==> src/rtl/multicycle_ctrl_pkg.sv <==
// Shared encodings for the wait-state multicycle controller: states, opcode classes,
// ACU sub-ops, ALU ops, jump conditions and the packed control word.
package multicycle_ctrl_pkg;

  typedef logic [3:0] state_t;

  localparam state_t ST_IF   = 4'd0;
  localparam state_t ST_ID   = 4'd1;
  localparam state_t ST_OPF  = 4'd2;
  localparam state_t ST_J    = 4'd3;
  localparam state_t ST_ACU  = 4'd4;
  localparam state_t ST_LW1  = 4'd5;
  localparam state_t ST_LW2  = 4'd6;
  localparam state_t ST_AM1  = 4'd7;
  localparam state_t ST_AM2  = 4'd8;
  localparam state_t ST_SW   = 4'd9;
  localparam state_t ST_DI   = 4'd10;
  localparam state_t ST_HALT = 4'd11;

  localparam logic [2:0] CLS_LW   = 3'b000;
  localparam logic [2:0] CLS_SW   = 3'b001;
  localparam logic [2:0] CLS_ADDM = 3'b010;
  localparam logic [2:0] CLS_ANDM = 3'b011;
  localparam logic [2:0] CLS_JMP  = 3'b110;
  localparam logic [2:0] CLS_DI   = 3'b111;
  localparam logic [1:0] CLS_ACU_PFX = 2'b10;

  localparam logic [1:0] SUB_MOV = 2'b00;
  localparam logic [1:0] SUB_ADD = 2'b01;
  localparam logic [1:0] SUB_AND = 2'b10;
  localparam logic [1:0] SUB_OR  = 2'b11;

  localparam logic [1:0] ALU_ADD = 2'b00;
  localparam logic [1:0] ALU_AND = 2'b01;
  localparam logic [1:0] ALU_OR  = 2'b10;

  localparam logic [1:0] COND_ALW = 2'b00;
  localparam logic [1:0] COND_C   = 2'b01;
  localparam logic [1:0] COND_Z   = 2'b10;
  localparam logic [1:0] COND_N   = 2'b11;

  typedef struct packed {
    logic       sel_a;
    logic       sel_b;
    logic       i_or_d;
    logic       mem_read;
    logic       mem_write;
    logic       pc_write;
    logic       ir_ld;
    logic       tr_ld;
    logic       mdr_ld;
    logic       di_ld;
    logic       czn_ld;
    logic       reg_write;
    logic       ra2_sel;
    logic       wa_sel;
    logic       wd_sel;
    logic       jmp_signal;
    logic [1:0] alu_op;
    logic       halted;
  } ctrl_t;

endpackage

==> src/rtl/multicycle_ctrl_ws_if.sv <==
// Controller-to-datapath bundle: IR, flags and memory handshake in, datapath controls out.
interface multicycle_ctrl_ws_if #(
  parameter int unsigned INSTR_W  = 8,
  parameter int unsigned ALU_OP_W = 2,
  parameter int unsigned STATE_W  = 4
);
  logic [INSTR_W-1:0]  ins;
  logic                flag_c, flag_z, flag_n;
  logic                mem_ready;
  logic                sel_a, sel_b, i_or_d, mem_read, mem_write, pc_write;
  logic                ir_ld, tr_ld, mdr_ld, di_ld, czn_ld, reg_write;
  logic                ra2_sel, wa_sel, wd_sel, jmp_signal;
  logic [ALU_OP_W-1:0] alu_op;
  logic                halted;
  logic [STATE_W-1:0]  state_o;

  modport master (
    input  ins, flag_c, flag_z, flag_n, mem_ready,
    output sel_a, sel_b, i_or_d, mem_read, mem_write, pc_write, ir_ld, tr_ld, mdr_ld,
           di_ld, czn_ld, reg_write, ra2_sel, wa_sel, wd_sel, jmp_signal, alu_op, halted,
           state_o
  );

  modport slave (
    output ins, flag_c, flag_z, flag_n, mem_ready,
    input  sel_a, sel_b, i_or_d, mem_read, mem_write, pc_write, ir_ld, tr_ld, mdr_ld,
           di_ld, czn_ld, reg_write, ra2_sel, wa_sel, wd_sel, jmp_signal, alu_op, halted,
           state_o
  );
endinterface

==> src/rtl/multicycle_ctrl_cond.sv <==
// Jump-condition evaluator; with HAS_COND_JMP=0 every jump is taken.
module multicycle_ctrl_cond
  import multicycle_ctrl_pkg::*;
#(
  parameter bit HAS_COND_JMP = 1'b1
) (
  input  logic [1:0] cond,
  input  logic       flag_c,
  input  logic       flag_z,
  input  logic       flag_n,
  output logic       taken
);

  always_comb begin
    taken = 1'b1;
    if (HAS_COND_JMP) begin
      case (cond)
        COND_ALW: taken = 1'b1;
        COND_C:   taken = flag_c;
        COND_Z:   taken = flag_z;
        COND_N:   taken = flag_n;
        default:  taken = 1'b1;
      endcase
    end
  end

endmodule

==> src/rtl/multicycle_ctrl_ws.sv <==
// Multicycle control FSM with mem_ready wait states, conditional jumps and illegal-op halt.
module multicycle_ctrl_ws
  import multicycle_ctrl_pkg::*;
#(
  parameter int unsigned INSTR_W      = 8,
  parameter int unsigned ALU_OP_W     = 2,
  parameter bit          HAS_COND_JMP = 1'b1,
  parameter int unsigned STATE_W      = 4
) (
  input logic                  clk,
  input logic                  rst,
  multicycle_ctrl_ws_if.master bus
);

  state_t     state_q, state_d;
  ctrl_t      c, cg;
  logic [2:0] cls;
  logic [1:0] sub;
  logic       illegal;
  logic       taken;

  assign cls = bus.ins[INSTR_W-1 -: 3];
  assign sub = bus.ins[5:4];

  // Only wide instruction words can carry illegal high bits.
  if (INSTR_W > 8) begin : g_wide
    assign illegal = |bus.ins[INSTR_W-1:8];
  end else begin : g_narrow
    assign illegal = 1'b0;
  end

  multicycle_ctrl_cond #(
    .HAS_COND_JMP (HAS_COND_JMP)
  ) u_cond (
    .cond   (bus.ins[INSTR_W-4 -: 2]),
    .flag_c (bus.flag_c),
    .flag_z (bus.flag_z),
    .flag_n (bus.flag_n),
    .taken  (taken)
  );

  always_ff @(posedge clk) begin
    if (rst) state_q <= ST_IF;
    else     state_q <= state_d;
  end

  always_comb begin
    c       = '0;
    state_d = state_q;
    case (state_q)
      ST_IF: begin
        c.mem_read = 1'b1;
        if (bus.mem_ready) begin
          c.ir_ld    = 1'b1;
          c.pc_write = 1'b1;
          state_d    = ST_ID;
        end
      end
      ST_ID: begin
        if (illegal)                   state_d = ST_HALT;
        else if (cls[2:1] == CLS_ACU_PFX) state_d = ST_ACU;
        else if (cls == CLS_DI)        state_d = ST_DI;
        else                           state_d = ST_OPF;
      end
      ST_OPF: begin
        c.mem_read = 1'b1;
        if (bus.mem_ready) begin
          c.tr_ld    = 1'b1;
          c.pc_write = 1'b1;
          case (cls)
            CLS_LW:             state_d = ST_LW1;
            CLS_SW:             state_d = ST_SW;
            CLS_ADDM, CLS_ANDM: state_d = ST_AM1;
            CLS_JMP:            state_d = ST_J;
            default:            state_d = ST_IF;
          endcase
        end
      end
      ST_J: begin
        c.jmp_signal = taken;
        c.pc_write   = taken;
        state_d      = ST_IF;
      end
      ST_ACU: begin
        c.sel_b     = 1'b1;
        c.wd_sel    = 1'b1;
        c.reg_write = 1'b1;
        c.czn_ld    = 1'b1;
        case (sub)
          SUB_MOV: begin
            c.sel_a  = 1'b1;
            c.alu_op = ALU_ADD;
          end
          SUB_ADD: c.alu_op = ALU_ADD;
          SUB_AND: c.alu_op = ALU_AND;
          SUB_OR:  c.alu_op = ALU_OR;
          default: c.alu_op = ALU_ADD;
        endcase
        state_d = ST_IF;
      end
      ST_LW1, ST_AM1: begin
        c.i_or_d   = 1'b1;
        c.mem_read = 1'b1;
        if (bus.mem_ready) begin
          c.mdr_ld = 1'b1;
          state_d  = (state_q == ST_LW1) ? ST_LW2 : ST_AM2;
        end
      end
      ST_LW2: begin
        c.ra2_sel   = 1'b1;
        c.wa_sel    = 1'b1;
        c.reg_write = 1'b1;
        state_d     = ST_IF;
      end
      ST_AM2: begin
        c.ra2_sel   = 1'b1;
        c.wa_sel    = 1'b1;
        c.wd_sel    = 1'b1;
        c.reg_write = 1'b1;
        c.czn_ld    = 1'b1;
        c.alu_op    = (cls == CLS_ANDM) ? ALU_AND : ALU_ADD;
        state_d     = ST_IF;
      end
      ST_SW: begin
        c.ra2_sel   = 1'b1;
        c.sel_b     = 1'b1;
        c.i_or_d    = 1'b1;
        c.mem_write = 1'b1;
        if (bus.mem_ready) state_d = ST_IF;
      end
      ST_DI: begin
        c.di_ld = 1'b1;
        state_d = ST_IF;
      end
      ST_HALT: c.halted = 1'b1;
      default: state_d = ST_IF;
    endcase
  end

  // Reset forces every output low, even mid-instruction, so no write escapes.
  assign cg = rst ? '0 : c;

  assign bus.sel_a      = cg.sel_a;
  assign bus.sel_b      = cg.sel_b;
  assign bus.i_or_d     = cg.i_or_d;
  assign bus.mem_read   = cg.mem_read;
  assign bus.mem_write  = cg.mem_write;
  assign bus.pc_write   = cg.pc_write;
  assign bus.ir_ld      = cg.ir_ld;
  assign bus.tr_ld      = cg.tr_ld;
  assign bus.mdr_ld     = cg.mdr_ld;
  assign bus.di_ld      = cg.di_ld;
  assign bus.czn_ld     = cg.czn_ld;
  assign bus.reg_write  = cg.reg_write;
  assign bus.ra2_sel    = cg.ra2_sel;
  assign bus.wa_sel     = cg.wa_sel;
  assign bus.wd_sel     = cg.wd_sel;
  assign bus.jmp_signal = cg.jmp_signal;
  assign bus.alu_op     = ALU_OP_W'(cg.alu_op);
  assign bus.halted     = cg.halted;
  assign bus.state_o    = STATE_W'(rst ? ST_IF : state_q);

endmodule

==> src/flat_wrapper.sv <==
// flat-port wrapper written by rule: the top's interface ports become plain ports
module multicycle_ctrl_ws_flat import multicycle_ctrl_pkg::*;
#(
  parameter int unsigned INSTR_W      = 8,
  parameter int unsigned ALU_OP_W     = 2,
  parameter bit          HAS_COND_JMP = 1'b1,
  parameter int unsigned STATE_W      = 4
)
  (clk, rst, bus_ins, bus_flag_c, bus_flag_z, bus_flag_n, bus_mem_ready, bus_sel_a, bus_sel_b, bus_i_or_d, bus_mem_read, bus_mem_write, bus_pc_write, bus_ir_ld, bus_tr_ld, bus_mdr_ld, bus_di_ld, bus_czn_ld, bus_reg_write, bus_ra2_sel, bus_wa_sel, bus_wd_sel, bus_jmp_signal, bus_alu_op, bus_halted, bus_state_o);
  multicycle_ctrl_ws_if #(.INSTR_W(INSTR_W), .ALU_OP_W(ALU_OP_W), .STATE_W(STATE_W)) bus_i ();
  input logic clk;
  input logic rst;
  input wire logic [$bits(bus_i.ins)-1:0] bus_ins;
  input wire logic [$bits(bus_i.flag_c)-1:0] bus_flag_c;
  input wire logic [$bits(bus_i.flag_z)-1:0] bus_flag_z;
  input wire logic [$bits(bus_i.flag_n)-1:0] bus_flag_n;
  input wire logic [$bits(bus_i.mem_ready)-1:0] bus_mem_ready;
  output wire logic [$bits(bus_i.sel_a)-1:0] bus_sel_a;
  output wire logic [$bits(bus_i.sel_b)-1:0] bus_sel_b;
  output wire logic [$bits(bus_i.i_or_d)-1:0] bus_i_or_d;
  output wire logic [$bits(bus_i.mem_read)-1:0] bus_mem_read;
  output wire logic [$bits(bus_i.mem_write)-1:0] bus_mem_write;
  output wire logic [$bits(bus_i.pc_write)-1:0] bus_pc_write;
  output wire logic [$bits(bus_i.ir_ld)-1:0] bus_ir_ld;
  output wire logic [$bits(bus_i.tr_ld)-1:0] bus_tr_ld;
  output wire logic [$bits(bus_i.mdr_ld)-1:0] bus_mdr_ld;
  output wire logic [$bits(bus_i.di_ld)-1:0] bus_di_ld;
  output wire logic [$bits(bus_i.czn_ld)-1:0] bus_czn_ld;
  output wire logic [$bits(bus_i.reg_write)-1:0] bus_reg_write;
  output wire logic [$bits(bus_i.ra2_sel)-1:0] bus_ra2_sel;
  output wire logic [$bits(bus_i.wa_sel)-1:0] bus_wa_sel;
  output wire logic [$bits(bus_i.wd_sel)-1:0] bus_wd_sel;
  output wire logic [$bits(bus_i.jmp_signal)-1:0] bus_jmp_signal;
  output wire logic [$bits(bus_i.alu_op)-1:0] bus_alu_op;
  output wire logic [$bits(bus_i.halted)-1:0] bus_halted;
  output wire logic [$bits(bus_i.state_o)-1:0] bus_state_o;
  assign bus_i.ins = bus_ins;
  assign bus_i.flag_c = bus_flag_c;
  assign bus_i.flag_z = bus_flag_z;
  assign bus_i.flag_n = bus_flag_n;
  assign bus_i.mem_ready = bus_mem_ready;
  assign bus_sel_a = bus_i.sel_a;
  assign bus_sel_b = bus_i.sel_b;
  assign bus_i_or_d = bus_i.i_or_d;
  assign bus_mem_read = bus_i.mem_read;
  assign bus_mem_write = bus_i.mem_write;
  assign bus_pc_write = bus_i.pc_write;
  assign bus_ir_ld = bus_i.ir_ld;
  assign bus_tr_ld = bus_i.tr_ld;
  assign bus_mdr_ld = bus_i.mdr_ld;
  assign bus_di_ld = bus_i.di_ld;
  assign bus_czn_ld = bus_i.czn_ld;
  assign bus_reg_write = bus_i.reg_write;
  assign bus_ra2_sel = bus_i.ra2_sel;
  assign bus_wa_sel = bus_i.wa_sel;
  assign bus_wd_sel = bus_i.wd_sel;
  assign bus_jmp_signal = bus_i.jmp_signal;
  assign bus_alu_op = bus_i.alu_op;
  assign bus_halted = bus_i.halted;
  assign bus_state_o = bus_i.state_o;
  multicycle_ctrl_ws #(.INSTR_W(INSTR_W), .ALU_OP_W(ALU_OP_W), .HAS_COND_JMP(HAS_COND_JMP), .STATE_W(STATE_W)) u_core (.clk(clk), .rst(rst), .bus(bus_i));
endmodule
==> config.mk <==
export PLATFORM = sky130hd
export DESIGN_NAME = multicycle_ctrl_ws_flat
export DESIGN_NICKNAME = d
export VERILOG_FILES = /design/src/rtl/multicycle_ctrl_pkg.sv /design/src/rtl/multicycle_ctrl_ws_if.sv /design/src/rtl/multicycle_ctrl_cond.sv /design/src/rtl/multicycle_ctrl_ws.sv /design/src/flat_wrapper.sv
export SDC_FILE = /design/constraint.sdc
export NUM_CORES = 1
export LEC_CHECK = 0
export BUFFER_PORTS_ARGS = -buffer_cell sky130_fd_sc_hd__buf_4
export CAP_MARGIN = 20
export CORE_AREA = 8 8 53 55
export DETAILED_ROUTE_END_ITERATION = 12
export DIE_AREA = 0 0 61 63
export MAX_ROUTING_LAYER = met4
export PLACE_DENSITY = 0.71
export SLEW_MARGIN = 0
export SYNTH_ARGS = -nofsm -noshare
export SYNTH_HDL_FRONTEND = slang
export SYNTH_SLANG_ARGS = --single-unit
==> constraint.sdc <==
create_clock -name clk -period 1.6 [get_ports clk]
set_clock_uncertainty 0.15 [all_clocks]
set_input_delay 0.24 -clock clk [delete_from_list [all_inputs] [get_ports clk]]
set_output_delay 0.24 -clock clk [all_outputs]
set_load 0.1 [all_outputs]
# Word-level counts from Yosys, hierarchy flattened
# Index checks and enable logic that the tools add are counted.
[word_totals] ff_bits=4 inputBits=14 out_inout_bits=23 wordCells=78
[op_classes] n_eq_ne=27 mux=34 bitwise=1 reduce_logical=15
[ops] op="two-way mux 4 bit" n=8
[ops] op="one-hot mux 4 bit (6 select lines)" n=1
[ops] op="two-way mux 19 bit" n=1
[ops] op="two-way mux 1 bit" n=18
[ops] op="equality test 4 x 3 -> 1 bit, second input constant" n=4
[ops] op="equality test 4 bit, second input constant" n=4
[ops] op="one-hot mux 4 bit (4 select lines)" n=1
[ops] op="OR reduction 2 bit" n=6
[ops] op="equality test 2 bit, second input constant" n=5
[ops] op="OR reduction 3 bit" n=3
[ops] op="equality test 4 x 2 -> 1 bit, second input constant" n=2
[ops] op="!= test 2 bit, second input constant" n=4
[ops] op="equality test 3 x 2 -> 1 bit, second input constant" n=2
[ops] op="equality test 3 bit, second input constant" n=2
[ops] op="one-hot mux 2 bit (3 select lines)" n=1
[ops] op="AND reduction 5 bit" n=1
[ops] op="equality test 2 x 1 -> 1 bit, second input constant" n=2
[ops] op="equality test 4 x 1 -> 1 bit, second input constant" n=1
[ops] op="zero test 2 bit" n=2
[ops] op="zero test 4 bit" n=1
[ops] op="one-hot mux 1 bit (4 select lines)" n=1
[ops] op="one-hot mux 2 bit (2 select lines)" n=1
[ops] op="OR reduction 4 bit" n=1
[ops] op="equality test 3 x 1 -> 1 bit, second input constant" n=1
[ops] op="other kinds (4)" n=4

# Logic depth before layout (Yosys ltp)
# Gate-level depths: netlist of run 1.
[depth] word_depth=5 ltp_mapped=6 mapped_depth_nobuf=4

# Hierarchy
# Synthesis of run 1 repeated with hierarchy kept, for this count alone.
[hier_totals] cells_unflattened=99 hier_area_um2=633.1
[modules_own_cells] module="multicycle_ctrl_ws" instances=1 cells_each=96 area_per_inst_um2=605.6 seq_area_each_um2=80.1
[modules_own_cells] module="multicycle_ctrl_cond" instances=1 cells_each=3 area_per_inst_um2=27.5 seq_area_each_um2=0.0

# Least setup slack after synthesis of run 1
# Ideal clock, no wire load.
[synth_path] path_kind="reg2out" start="register u_core.state_q[1]" end="output port bus_pc_write" arrival_time_ns=4.262 t_required_ns=1.210 setup_slack_ns=-3.052 stages_incl_launch_ff=5 path_buffers=0 path_cell_list="dfxtp_1 nor2b_1 nand3_1 a211oi_2 o21bai_1"
[synth_between] elab_chain_len=3 word_cells_on_any_way=5 classes_between="eq/ne: 2; mux: 2; reduce/logical: 1"
[synth_rtl] element="from (decl)" line="multicycle_ctrl_ws.sv:15" rtl="state_t state_q, state_d;"
[synth_rtl] element="from (signal assigned)" line="multicycle_ctrl_ws.sv:44" rtl="else state_q <= state_d;"
[synth_rtl] element="equality test 4 x 2 -> 1 bit / zero test 4 bit (equally long branches)" line="multicycle_ctrl_ws.sv:50" rtl="case (state_q)"
[synth_rtl] element="one-hot mux 1 bit (3 select lines) *" line="multicycle_ctrl_ws.sv:50"
[synth_rtl] element="two-way mux 19 bit *" line="multicycle_ctrl_ws.sv:141" rtl="assign cg = rst ? '0 : c;"
[synth_rtl] element="to (decl)" line="flat_wrapper.sv:23" rtl="output wire logic [$bits(bus_i.pc_write)-1:0] bus_pc_write;"
# Mark *: on every way between the ends. The rest lies on a longest branch, timed or not.

# Worst setup path after layout of run 1
[layout_path] start="register u_core.state_q[1]" end="output port bus_wa_sel"
[layout_between] elab_chain_len=4 word_cells_on_any_way=5 classes_between="eq/ne: 2; mux: 2; reduce/logical: 1"
[layout_rtl] element="equality test 4 x 3 -> 1 bit / equality test 4 bit (equally long branches)" line="multicycle_ctrl_ws.sv:50"
[layout_rtl] element="OR reduction 2 bit (no source line) *"
[layout_rtl] element="two-way mux 1 bit *" line="multicycle_ctrl_ws.sv:50"
[layout_rtl] element="two-way mux 19 bit *" line="multicycle_ctrl_ws.sv:141"
[layout_rtl] element="to (decl)" line="flat_wrapper.sv:31" rtl="output wire logic [$bits(bus_i.wa_sel)-1:0] bus_wa_sel;"
# Marked as above.

==> results of run 1 <==
[where the power goes]
group	total (uW)	internal, uW	switching [uW]
Sequential	124	106	18.3
Clock	139	84.8	54.7
Combinational	547	231	316
[worst max-delay path: stages, from the launching register on]
cell and delay, ns:
dfxtp_2 0.34, inv_2 0.04, or3_4 0.38, a211o_4 0.39
clkinvlp_4 0.11, buf_12 0.17
[what timing repair did]
action / 4_1_cts / 5_1_grt
cloned: 0 / 0
endpoints found under the setup margin: 25 / 25
pin swaps: 10 / 14
setup buffers: 6 / 5
gates resized for setup: 80 / 15
[cell families (layout without fill, tap and decap cells)]
kind of cell | count (synthesis) | count (layout) | share of synthesized area
flops | 4 | 4 | 0.1226
simple gates | 52 | 52 | 0.4387
compound gates | 23 | 23 | 0.2663
mux | 2 | 2 | 0.03065
buf+inv | 16 | 80 | 0.1284
xor+xnor | 1 | 1 | 0.01341
[layer usage]
metal	wire length, um	vias to the layer above	track usage	part of all wire
met5	0	-	-	0
met4	158	0	0.08455	0.038
met3	203	16	0.02881	0.049
met2	2273	61	0.3571	0.55
met1	1475	515	0.1998	0.36
li1	-	480	-	-
[stage by stage]
stage	instances	setup WS (ns)	area [um2]	total power, uW	setup TNS [ns]
6_report	190	-0.4714	1861	810.8	-6.254
5_1_grt	190	-0.5071	1861	842.4	-7.209
4_1_cts	186	-0.4110	1759	752.2	-5.209
3_5_place_dp	177	-0.2457	1361	554.4	-2.713
3_3_place_gp	177	-0.2315	1361	552.8	-2.609
2_1_floorplan	98	-1.257	957.2	411.1	-5.456
[layout by cell type, fill, tap and decap left out, types with 2 or more instances in the layout]
cell      Yosys  final
a21oi_1       5      2
nor3_4        0      6
nor2_1       10      2
mux2i_1       2      2
buf_12        0     22
a22o_1        2      2
nor2_4        0      7
dfxtp_4       0      3
a21oi_4       0      2
a31oi_1       2      2
buf_4         2     37
nor2b_4       0      2
or2_4         0      2
nand2b_4      0      3
nand3_1       5      4
inv_1         5      3
nor2b_1       4      2
clkbuf_4      0      3
buf_6         1     12
nand2_1       7      4
[layout make-up]
type | count | area share
Tap cell | 28 | 0.01883
Multi-Input combinational cell | 78 | 0.4452
Inverter | 6 | 0.01547
Sequential cell | 4 | 0.04976
Timing Repair Buffer | 71 | 0.4586
Clock buffer | 3 | 0.01210
[worst paths after layout]
check / to / slack, ns / from
max reg2reg: u_core.state_q[2] / -0.07 / u_core.state_q[1]
max: bus_wa_sel / -0.47 / u_core.state_q[1]
min reg2reg: u_core.state_q[3] / 0.48 / u_core.state_q[3]
min: u_core.state_q[3] / 0.10 / rst
==> reports/metrics.yaml, run 1 <==
status:
  outcome: "finished with violations"
  violations: "negative setup slack"
clock_network:
  tritoncts: "done"
  cts_max_path_buffers: 2
  numCtsBuffers: 3
  hold_buffers: 0
  clk_latency_ns: 0.25
  root_buffer: "clkbuf_4"
  cts.sinks: 4
  cts.reportedPaths.clkPinSlew_ns: 0.04
  cts_max_level: 1
finish:
  nets: 178
  reg_top3: "u_core.state_q (4)"
  final_util: 0.9018
  multiInputGateArea_um2: 828.3
  drive_gt1_frac: 0.7654
  largest-register: "u_core.state_q"
  diodes: 0
  final-seq-area_um2: 92.59
  nFillCells: 93
  areaGrowthSynthToFinish_pct: 184.9
  largest_reg_flops: 4
sta:
  rsz0062_at_grt: "true"
  final-hold-violation-count: 0
  finalWorstSetupSlack_ns: -0.4714
  fmax_mhz: 482.8
  whs_ns: 0.1040
  tightest_slew_ns: 0.3487
  timing.final.crit_share: 1.295
  min_period_ns: 2.071
  slew_headroom: 0.7670
  finalSetupViolations: 23
  drv_slew: 0
yosys:
  yosysTopAreaCell: "dfxtp_1"
  synthTopCellsByCount: "nor2_1, nand2_1, nor3_1"
  ys_seq_area_frac: 0.1226
  yosys.cell_types.count: 41
  syn_area_per_cell_um2: 6.665
  synthMostInstantiatedCell: "nor2_1"
  synth-edff-count: 0
  async_reset_ff_frac: 0
  syn_inst: 98
  synth_area_leaders: "dfxtp_1, nor2_1, nor3_1"
  synth_area_um2: 653.1
  synth.top_cell.area_share: 0.1226
  ys_warn_count: 0
  syn-num-nets: 112
  ys_ff_latch: 4
  ys.flop_type: "dfxtp_1"
floorplan:
  die_width_um: 61
  core-area_um2: 2063
  initial_core_util: 0.3166
  io_pins: 37
  die_h_um: 63
  die_area_um2: 3843
  row_count: 17
route:
  postRouteAntennaNets: 0
  wl_per_cell_um: 21.63
  drc: 0
  vias: 1072
  routed_wirelength_mm: 4.110
  viasPerCell: 5.642
  dr.pass1.iters: 4
  drtIter0Drc: 40
power:
  power_density_nw_per_um2: 435.8
  ir_worst_vdd_mv: 0.6055
  p_leak_uw: 0.0007516
setup_path:
  crit_arrival_ns: 1.68
  worst_setup_path_start_kind: "flop"
  end_kind: "output port"
  r2r_cells: 7
  required_ns: 1.21
  crit_type: "flop to output port"
  cp_max_fo: 2
hold_path:
  hp-class: "input pin to flop"
  worstHoldPathCells: 2
grt:
  grt_max_degree: 11
  grt-ovfl-total: 0
  grt_use_total: 0.1983
  grt_pass1_vias: 1145
  grt_pass1_wl_mm: 5.658
  antenna_found_initial: 0
placed_design:
  gp_congestion: 0.9172
  portBuffers: 33
  hpwlAfterDp_mm: 2.189
run:
  maxCapViolCount: 0
Power figures use the tool's default switching activity.
==> run 2, diff against run 1 <==
--- a/config.mk
+++ b/config.mk
@@ -12,6 +12,7 @@
 export DIE_AREA = 0 0 61 63
 export MAX_ROUTING_LAYER = met4
 export PLACE_DENSITY = 0.71
+export REMOVE_ABC_BUFFERS = 1
 export SLEW_MARGIN = 0
 export SYNTH_ARGS = -nofsm -noshare
 export SYNTH_HDL_FRONTEND = slang
==> run 2 against run 1 <==
Effect of this change: the run still ends with negative setup slack left; combinational power fell by 4.9%; final area down 9.6%; global-route usage fell by 2.8 points; maximum frequency is 4.4% higher; wire length fell by 7.7%; critical path type unchanged; critical endpoint is now bus_reg_write.
==> reports/metrics.yaml, run 2 (synthesis results as in run 1) <==
route:
  vias: 1079  # was 1072
  routed_wirelength_mm: 3.793  # was 4.110 mm
  top_layer: "met4"  # unchanged
  drtIter0Drc: 38  # was 40
  viasPerCell: 5.739  # was 5.642
  postRouteAntennaNets: 0  # unchanged
  wl_met2_mm: 1.906  # was 2.273 mm
  wirelength_met1_mm: 1.410  # was 1.475 mm
  dr.pass1.iters: 6  # was 4
  drc: 0  # unchanged
  met3_length_um: 316  # was 203 um
  wl_per_cell_um: 20.18  # was 21.63 um
sta:
  finalWorstSetupSlack_ns: -0.3844  # was -0.4714 ns
  rsz0062_at_grt: "true"  # unchanged
  tightest_slew_ns: 0.4111  # was 0.3487 ns
  drv_slew: 0  # unchanged
  timing.final.crit_share: 1.240  # was 1.295
  finalSetupViolations: 21  # was 23
  final-hold-violation-count: 0  # unchanged
  finalSetupTns_ns: -5.324  # was -6.254 ns
  min_period_ns: 1.984  # was 2.071 ns
  fmax_mhz: 503.9  # was 482.8 MHz
  slew_headroom: 0.7253  # was 0.7670
grt:
  grt_pass1_wl_mm: 4.988  # was 5.658 mm
  grt_use_total: 0.1707  # was 0.1983
  grt_pass1_vias: 1033  # was 1145
  grt-ovfl-total: 0  # unchanged
  antenna_found_initial: 0  # unchanged
  grt_max_degree: 11  # unchanged
floorplan:
  io_pins: 37  # unchanged
  die_area_um2: 3843  # unchanged
  initial_core_util: 0.3166  # unchanged
  core-area_um2: 2063  # unchanged
  row_count: 17  # unchanged
  die_width_um: 61  # unchanged
  die_h_um: 63  # unchanged
clock_network:
  cts_max_level: 1  # unchanged
  clk_latency_ns: 0.24  # was 0.25 ns
  cts_max_path_buffers: 2  # unchanged
  numCtsBuffers: 3  # unchanged
  cts.sinks: 4  # unchanged
  root_buffer: "clkbuf_4"  # unchanged
  hold_buffers: 0  # unchanged
  tritoncts: "done"  # unchanged
  cts.reportedPaths.clkPinSlew_ns: 0.04  # about the same
setup_path:
  crit_arrival_ns: 1.59  # was 1.68 ns
  r2r_cells: 6  # was 7
  cp_max_fo: 4  # was 2
  crit_type: "flop to output port"  # unchanged
  r2r_setup_slack_ns: -0.10  # was -0.07 ns
  required_ns: 1.21  # about the same
  end_kind: "output port"  # unchanged
  worst_setup_path_start_kind: "flop"  # unchanged
finish:
  largest-register: "u_core.state_q"  # unchanged
  drive_gt1_frac: 0.7313  # was 0.7654
  reg_top3: "u_core.state_q (4)"  # unchanged
  diodes: 0  # unchanged
  largest_reg_flops: 4  # unchanged
  final_cell_mix: "buf_4, buf_12, buf_6"  # unchanged
  stdcell_area_um2: 1682  # was 1861 um2
  nets: 176  # was 178
  areaGrowthSynthToFinish_pct: 157.5  # was 184.9%
  layout_commonest_cell: "buf_4"  # unchanged
power:
  power_density_nw_per_um2: 460.6  # was 435.8 nW/um2
  p_leak_uw: 0.0007276  # was 0.0007516 uW
  finalPower_uw: 774.5  # was 810.8 uW
  ir_worst_vdd_mv: 0.4167  # was 0.6055 mV
placed_design:
  gp_congestion: 0.9029  # was 0.9172
  post_dp_cell_area_um2: 1087  # was 1361 um2
  post-place-ws_ns: -0.2536  # was -0.2457 ns
  portBuffers: 33  # unchanged
  hpwlAfterDp_mm: 2.148  # was 2.189 mm
run:
  maxCapViolCount: 0  # unchanged
status:
  outcome: "finished with violations"  # unchanged
  violations: "negative setup slack"  # unchanged
hold_path:
  hp-class: "input pin to flop"  # unchanged
  worstHoldPathCells: 3  # was 2
[run 2: what timing repair did]
action / CTS / global route
gates cloned: 0 / 0
setup buffers: 1 / 8
gates resized for setup: 95 / 36
pin swaps: 11 / 12
endpoints found under the setup margin: 26 / 23
[run 2: path summary, 6_finish.rpt]
check,from,endpoint
min reg2reg,u_core.state_q[0],u_core.state_q[2]
max reg2reg,u_core.state_q[1],u_core.state_q[2]
min,bus_mem_ready,u_core.state_q[2]
max,u_core.state_q[1],bus_reg_write
[run 2: layout make-up]
type | count | area (um2)
clock buffer | 3 | 22.52
fill | 117 | 381.6
inverter | 6 | 25.02
multi-input combinational | 78 | 713.2
sequential | 4 | 95.09
tap | 28 | 35.03
timing repair buffer | 69 | 790.8
[run 2: through the flow]
step	hold WS, ns	util	instances
global placement	0.4443	0.5270	177
CTS	0.1869	0.7210	181
finish	0.1979	0.8150	188
floorplan	0.1630	-	88
global route	0.1880	0.8150	188
detailed placement	0.4450	0.5270	177
[run 2: worst max-delay path: stages (launching register included)]
cell     delay, ns
dfxtp_4       0.37
inv_2         0.04
or3_1         0.37
a211o_1       0.31
nand2_2       0.10
buf_12        0.17
[run 2: per-layer routing]
layer | GRT usage | vias to the layer above
met4 | 0.05539 | 0
li1 | - | 474
met3 | 0.03086 | 18
met2 | 0.3003 | 80
met5 | - | -
met1 | 0.1817 | 507
[run 2: power breakdown]
part / total, uW / switching (uW) / internal [uW]
clock network: 132 / 47.6 / 84.3
logic: 520 / 301 / 219
registers: 123 / 17.4 / 105
